$ cat config.mk
export PLATFORM = sky130hd
export DESIGN_NAME = ct_div_param_flat
export DESIGN_NICKNAME = d
export VERILOG_FILES = /design/src/rtl/ct_div_param_if.sv /design/src/rtl/ct_div_param.sv /design/src/flat_wrapper.sv
export SDC_FILE = /design/constraint.sdc
export NUM_CORES = 1
export LEC_CHECK = 0
export CORE_MARGIN = 8
export CORE_UTILIZATION = 40
export CTS_CLUSTER_SIZE = 10
export DETAILED_ROUTE_END_ITERATION = 10
export GPL_ROUTABILITY_DRIVEN = 0
export GPL_TIMING_DRIVEN = 0
export REMOVE_ABC_BUFFERS = 1
export SYNTH_ARGS = -nofsm -noshare
export SYNTH_HDL_FRONTEND = slang
export SYNTH_SLANG_ARGS = --single-unit
$ cat constraint.sdc
create_clock -name clk -period 7.6 [get_ports clk]
set_input_delay 1.52 -clock clk [delete_from_list [all_inputs] [get_ports clk]]
set_output_delay 1.52 -clock clk [all_outputs]
set_load 0.05 [all_outputs]
$ cat src/rtl/ct_div_param_if.sv
// Handshake and operand/result bundle for the ct_div_param sequential divider.
// The requester uses the master modport and the divider uses the slave modport.
interface ct_div_param_if #(
    parameter int unsigned WIDTH = 25,
    parameter int unsigned FRAC  = 25
);
    localparam int unsigned QW = WIDTH + FRAC;

    logic             start;
    logic             is_signed;
    logic [WIDTH-1:0] dividend;
    logic [WIDTH-1:0] divisor;
    logic             busy;
    logic             done;
    logic [QW-1:0]    quotient;
    logic [WIDTH-1:0] remainder;
    logic             dz;
    logic             ovf;

    modport master (
        output start, is_signed, dividend, divisor,
        input  busy, done, quotient, remainder, dz, ovf
    );

    modport slave (
        input  start, is_signed, dividend, divisor,
        output busy, done, quotient, remainder, dz, ovf
    );
endinterface

$ cat src/rtl/ct_div_param.sv
// Sequential shift/subtract divider producing one quotient bit per clock.
// Handles unsigned and signed operands; results hold until the next accepted start.
module ct_div_param #(
    parameter int unsigned WIDTH = 25,
    parameter int unsigned FRAC  = 25
) (
    input logic           clk,
    input logic           reset_n,
    ct_div_param_if.slave bus
);
    localparam int unsigned QW = WIDTH + FRAC;
    localparam int unsigned CW = $clog2(QW + 1);

    localparam logic [2:0] IDLE = 3'd0;
    localparam logic [2:0] PREP = 3'd1;
    localparam logic [2:0] ITER = 3'd2;
    localparam logic [2:0] FIX  = 3'd3;
    localparam logic [2:0] DONE = 3'd4;

    logic [2:0]       state_q, state_d;
    logic             sgn_q, sgn_d;
    logic [WIDTH-1:0] n_q, n_d;
    logic [WIDTH-1:0] d_q, d_d;
    logic [WIDTH-1:0] dmag_q, dmag_d;
    logic [WIDTH-1:0] part_q, part_d;
    logic             nneg_q, nneg_d;
    logic             qneg_q, qneg_d;
    logic [QW-1:0]    sh_q, sh_d;
    logic [QW-1:0]    quot_q, quot_d;
    logic [CW-1:0]    cnt_q, cnt_d;
    logic [QW-1:0]    qout_q, qout_d;
    logic [WIDTH-1:0] rout_q, rout_d;
    logic             dz_q, dz_d;
    logic             ovf_q, ovf_d;
    logic             done_q, done_d;

    logic [WIDTH:0]   ptmp;
    logic             ge;
    logic [WIDTH-1:0] nmag;
    logic             n_neg, d_neg, ovf_case;

    always_comb begin
        state_d  = state_q;
        sgn_d    = sgn_q;
        n_d      = n_q;
        d_d      = d_q;
        dmag_d   = dmag_q;
        part_d   = part_q;
        nneg_d   = nneg_q;
        qneg_d   = qneg_q;
        sh_d     = sh_q;
        quot_d   = quot_q;
        cnt_d    = cnt_q;
        qout_d   = qout_q;
        rout_d   = rout_q;
        dz_d     = dz_q;
        ovf_d    = ovf_q;
        done_d   = 1'b0;

        n_neg    = sgn_q & n_q[WIDTH-1];
        d_neg    = sgn_q & d_q[WIDTH-1];
        nmag     = n_neg ? -n_q : n_q;
        // Partial remainder is kept below |D|, so only the shifted value needs the extra bit.
        ptmp     = {part_q, sh_q[QW-1]};
        ge       = (ptmp >= {1'b0, dmag_q});
        ovf_case = sgn_q && (n_q == {1'b1, {(WIDTH-1){1'b0}}}) && (d_q == '1);

        case (state_q)
            IDLE: begin
                if (bus.start) begin
                    sgn_d   = bus.is_signed;
                    n_d     = bus.dividend;
                    d_d     = bus.divisor;
                    state_d = PREP;
                end
            end
            PREP: begin
                ovf_d = 1'b0;
                if (d_q == '0) begin
                    qout_d  = '1;
                    rout_d  = n_q;
                    dz_d    = 1'b1;
                    done_d  = 1'b1;
                    state_d = DONE;
                end else begin
                    dz_d    = 1'b0;
                    dmag_d  = d_neg ? -d_q : d_q;
                    nneg_d  = n_neg;
                    qneg_d  = n_neg ^ d_neg;
                    part_d  = '0;
                    quot_d  = '0;
                    sh_d    = QW'(nmag) << FRAC;
                    cnt_d   = '0;
                    state_d = ITER;
                end
            end
            ITER: begin
                sh_d   = sh_q << 1;
                part_d = ge ? WIDTH'(ptmp - {1'b0, dmag_q}) : ptmp[WIDTH-1:0];
                quot_d = {quot_q[QW-2:0], ge};
                cnt_d  = cnt_q + CW'(1);
                if (cnt_q == CW'(QW - 1)) begin
                    state_d = FIX;
                end
            end
            FIX: begin
                if (ovf_case) begin
                    qout_d = {1'b0, {(QW-1){1'b1}}};
                    rout_d = '0;
                    ovf_d  = 1'b1;
                end else begin
                    qout_d = qneg_q ? -quot_q : quot_q;
                    rout_d = nneg_q ? -part_q : part_q;
                end
                done_d  = 1'b1;
                state_d = DONE;
            end
            DONE: begin
                state_d = IDLE;
            end
            default: begin
                state_d = IDLE;
            end
        endcase
    end

    always_ff @(posedge clk or negedge reset_n) begin
        if (!reset_n) begin
            state_q <= IDLE;
            sgn_q   <= 1'b0;
            n_q     <= '0;
            d_q     <= '0;
            dmag_q  <= '0;
            part_q  <= '0;
            nneg_q  <= 1'b0;
            qneg_q  <= 1'b0;
            sh_q    <= '0;
            quot_q  <= '0;
            cnt_q   <= '0;
            qout_q  <= '0;
            rout_q  <= '0;
            dz_q    <= 1'b0;
            ovf_q   <= 1'b0;
            done_q  <= 1'b0;
        end else begin
            state_q <= state_d;
            sgn_q   <= sgn_d;
            n_q     <= n_d;
            d_q     <= d_d;
            dmag_q  <= dmag_d;
            part_q  <= part_d;
            nneg_q  <= nneg_d;
            qneg_q  <= qneg_d;
            sh_q    <= sh_d;
            quot_q  <= quot_d;
            cnt_q   <= cnt_d;
            qout_q  <= qout_d;
            rout_q  <= rout_d;
            dz_q    <= dz_d;
            ovf_q   <= ovf_d;
            done_q  <= done_d;
        end
    end

    assign bus.busy      = (state_q != IDLE);
    assign bus.done      = done_q;
    assign bus.quotient  = qout_q;
    assign bus.remainder = rout_q;
    assign bus.dz        = dz_q;
    assign bus.ovf       = ovf_q;
endmodule
$ cat src/flat_wrapper.sv
// flat-port wrapper written by rule: the top's interface ports become plain ports
module ct_div_param_flat 
#(
    parameter int unsigned WIDTH = 25,
    parameter int unsigned FRAC  = 25
)
  (clk, reset_n, bus_start, bus_is_signed, bus_dividend, bus_divisor, bus_busy, bus_done, bus_quotient, bus_remainder, bus_dz, bus_ovf);
  ct_div_param_if #(.WIDTH(WIDTH), .FRAC(FRAC)) bus_i ();
  input logic clk;
  input logic reset_n;
  input wire logic [$bits(bus_i.start)-1:0] bus_start;
  input wire logic [$bits(bus_i.is_signed)-1:0] bus_is_signed;
  input wire logic [$bits(bus_i.dividend)-1:0] bus_dividend;
  input wire logic [$bits(bus_i.divisor)-1:0] bus_divisor;
  output wire logic [$bits(bus_i.busy)-1:0] bus_busy;
  output wire logic [$bits(bus_i.done)-1:0] bus_done;
  output wire logic [$bits(bus_i.quotient)-1:0] bus_quotient;
  output wire logic [$bits(bus_i.remainder)-1:0] bus_remainder;
  output wire logic [$bits(bus_i.dz)-1:0] bus_dz;
  output wire logic [$bits(bus_i.ovf)-1:0] bus_ovf;
  assign bus_i.start = bus_start;
  assign bus_i.is_signed = bus_is_signed;
  assign bus_i.dividend = bus_dividend;
  assign bus_i.divisor = bus_divisor;
  assign bus_busy = bus_i.busy;
  assign bus_done = bus_i.done;
  assign bus_quotient = bus_i.quotient;
  assign bus_remainder = bus_i.remainder;
  assign bus_dz = bus_i.dz;
  assign bus_ovf = bus_i.ovf;
  ct_div_param #(.WIDTH(WIDTH), .FRAC(FRAC)) u_core (.clk(clk), .reset_n(reset_n), .bus(bus_i));
endmodule
==> flow_metrics.env <==
export IMPL_outcome="completed"
export IMPL_setup_violations_final=0
export IMPL_io_buffers=132
export IMPL_dpl_hpwl_mm=25.95
export IMPL_area_delta_synth_final_pct=19.28
export IMPL_clockBufferDepth=3
export IMPL_grt_start_max_net_pins=109
export IMPL_worstPathRequired_ps=8000
export IMPL_hp_start="u_core.dmag_q[17]$_DFFE_PN0P_"
export IMPL_hold_depth=2
export IMPL_holdWs_ps=477.0
export IMPL_ys_top_cells_by_area="dfrtp_1, nand2_1, xor2_1"
export IMPL_avgSynthCellArea_sq_um=9.281
export IMPL_rows=69
export IMPL_clock_latency_ps=520
export IMPL_dp_cells=2061
export IMPL_min_period_ps=4174
export IMPL_async_flop_share_pct=100.0
export IMPL_crit_slowest_cell="o41a_2"
export IMPL_peakVddDrop_mv=0.2792
export IMPL_cp_depth=12
export IMPL_start_util_pct=40.54
export IMPL_crit_family="compound AO/OA/AOI/OAI gates"
export IMPL_post_route_period_util_pct=54.92
export IMPL_clockRootBuffer="clkbuf_16"
export IMPL_totalWireLength_mm=37.16
export IMPL_critPathLaunch="u_core.sh_q[49]$_DFFE_PN0P_"
export IMPL_synth_warnings=0
export IMPL_yosysMostFrequentCell="dfrtp_1"
export IMPL_fillers=3397
export IMPL_drive_gt1_share_pct=8.242
export IMPL_io_pins=133
export IMPL_critPathCaptureType="flop"
export IMPL_ant_nets=0
export IMPL_die_y_microns=205.6
export IMPL_critPathKind="reg2reg"
export IMPL_drt_wirelength_per_cell_microns=17.60
export IMPL_cts_buffers=34
export IMPL_synth_edff_count=0
export IMPL_p_leak_nw=7.371
export IMPL_grt_pass1_wl_mm=60.91
export IMPL_layout_nets=1723
export IMPL_slew_viol_final=0
export IMPL_rsz0062_at_grt="no"
export IMPL_tightest_slew_ps=1030
export IMPL_synth_main_ff_cell="dfrtp_1"
export IMPL_r2r_cells=12
export IMPL_h_tree_depth=2
export IMPL_fin_cells=2111
export IMPL_pwr_density_cell_nw_per_um2=514.7
export IMPL_cts_tree="yes"
export IMPL_drcViolationCount=0
export IMPL_antenna_found_initial=0
export IMPL_r2r_start="u_core.sh_q[49]$_DFFE_PN0P_"
export IMPL_core_area_sq_um=35480
export IMPL_hold_class="reg2reg"
export IMPL_yosysUniqueCellTypes=73
export IMPL_cp_num_buf_inv=2
export IMPL_path_clk_slew_ps=50
export IMPL_vias_per_cell=5.485
export IMPL_fin_util_pct=48.36
export IMPL_place_area_sq_um=16110
export IMPL_via_count=11580
export IMPL_synth_seq_area_share_pct=46.09
export IMPL_maxSlewHeadroom_pct=30.70
export IMPL_start_kind="flop"
export IMPL_fin_area_sq_um=17160
export IMPL_syn_area_sq_um=14390
export IMPL_yosysTopAreaCell="dfrtp_1"
export IMPL_drv_cap=0
export IMPL_finalPower_mw=8.832
export IMPL_grt_usage_pct=17.54
export IMPL_fin_worst_skew_ps=18.09
export IMPL_finalHoldViolCount=0
export IMPL_cts_hold_buf=0
export IMPL_drt_iter0_markers=617
export IMPL_grt_overflow_total=0
export IMPL_grt_pass1_vias=11610
export IMPL_cp_slowest_stage_delay_ps=710
export IMPL_die_x_microns=205.6
export IMPL_crit_arrival_ps=4570
export IMPL_first_pass_iters=7
export IMPL_cts_setup_buffers=0
export IMPL_post_cts_resize_count=0
export IMPL_die_area_sq_um=42290
export IMPL_syn_inst=1550
export IMPL_diodes=0
export IMPL_ys_top_cells_by_count="dfrtp_1, nand2_1, o21ai_0, nor2_1, a21oi_1"
export IMPL_cp_max_fo=37
export IMPL_synth_top_area_share_pct=46.09
export IMPL_crit_path_cell_trace="inv_1 -> ha_1 -> inv_1 -> fa_1 -> a21o_1 -> a221oi_1 -> nor2_1 -> nor3_1 -> o41a_2 -> nand2b_1 -> nor2_1 -> a21o_1"
export IMPL_clock_fmax_mhz=239.6
export IMPL_cts_num_sinks=265
export IMPL_synth_seq_cells=265
report_power, final:
group / internal, mW / leakage (nW) / switching, mW
Sequential: 1.97 / 3.34 / 0.630
Clock: 0.939 / 0.512 / 0.590
Combinational: 1.83 / 3.52 / 2.87
cell type report:
class | count | area [sq um] | area share (%)
clock buffers | 45 | 952.2 | 5.549
clock inverters | 5 | 93.84 | 0.5468
inverters | 43 | 161.4 | 0.9406
multi-input cells | 1151 | 7214 | 42.04
flip-flops and latches | 265 | 6633 | 38.65
well taps | 461 | 576.8 | 3.361
repair buffers | 141 | 1529 | 8.910
kinds of logic (layout without fill, tap and decap cells):
family          count (synthesis)  count (layout)  share of synthesized area, %
compound gates                399             399                         16.94
xor+xnor                      139             139                         8.462
fa+ha+maj                      33              33                         2.922
buf+inv                       134             234                         4.061
flops                         265             265                         46.09
mux                            70              70                         5.271
simple gates                  510             510                         16.25
routing by layer:
metal / vias to the layer above / GRT usage, % / share of wire (%)
met4: 0 / 5.744 / 3.0
met5: - / 0 / 0
met3: 69 / 2.771 / 4.4
met2: 228 / 29.90 / 48
li1: 5599 / - / -
met1: 5683 / 22.46 / 45
cell usage in the layout, fill, tap and decap left out, types with 10 or more instances in the layout:
master and instances:
o21ai_0 159, nand2_1 223, nor4_1 12, nor3_1 19, or3_1 10, nand2b_1 12, nand4_1 13, ha_1 32
a221o_1 22, a31oi_1 14, clkdlybuf4s50_1 131, xor2_1 93, o41ai_1 16, a21oi_1 102, a21o_1 10, o31ai_1 23
inv_1 43, xnor2_1 46, dfrtp_1 264, nand3_1 32, mux2i_1 24, nor2_1 131, mux2_2 46, clkbuf_16 34
sequential cells by signal (all words and copies together), names as in the netlist:
name,flops
u_core.nneg_q,1
u_core.bus.dz,1
u_core.sgn_q,1
u_core.cnt_q,6
u_core.state_q,3
u_core.bus.done,1
u_core.bus.ovf,1
u_core.bus.quotient,50
u_core.bus.remainder,25
u_core.quot_q,50
u_core.qneg_q,1
u_core.n_q,25
u_core.sh_q,25
u_core.dmag_q,25
u_core.d_q,25
u_core.part_q,25
stage by stage:
step | TNS [ps] | setup slack, ps
6_report | 0 | 3426
5_1_grt | 0 | 3196
4_1_cts | 0 | 2892
3_5_place_dp | 0 | 2920
3_3_place_gp | -1797530 | -6675
2_1_floorplan | 0 | 2702
worst paths after layout:
check,endpoint,slack (ps)
min in group asynchronous,u_core.bus.quotient[5]$_DFFE_PN0P_,990
hold / removal,u_core.dmag_q[17]$_DFFE_PN0P_,480
setup / recovery,u_core.part_q[21]$_DFFE_PN0P_,3430
setup reg to reg,u_core.part_q[21]$_DFFE_PN0P_,3430
max in group asynchronous,u_core.part_q[21]$_DFFE_PN0P_,5620
hold reg to reg,u_core.dmag_q[17]$_DFFE_PN0P_,480
worst reg2reg max path, cell delays in order, from the launching register on:
cell and delay [ps]:
dfrtp_1 430, inv_1 80, ha_1 160, inv_1 50
fa_1 410, a21o_1 190, a221oi_1 580, nor2_1 170
nor3_1 400, o41a_2 710, nand2b_1 560, nor2_1 110
a21o_1 190
(Power assumes the default switching activity.)
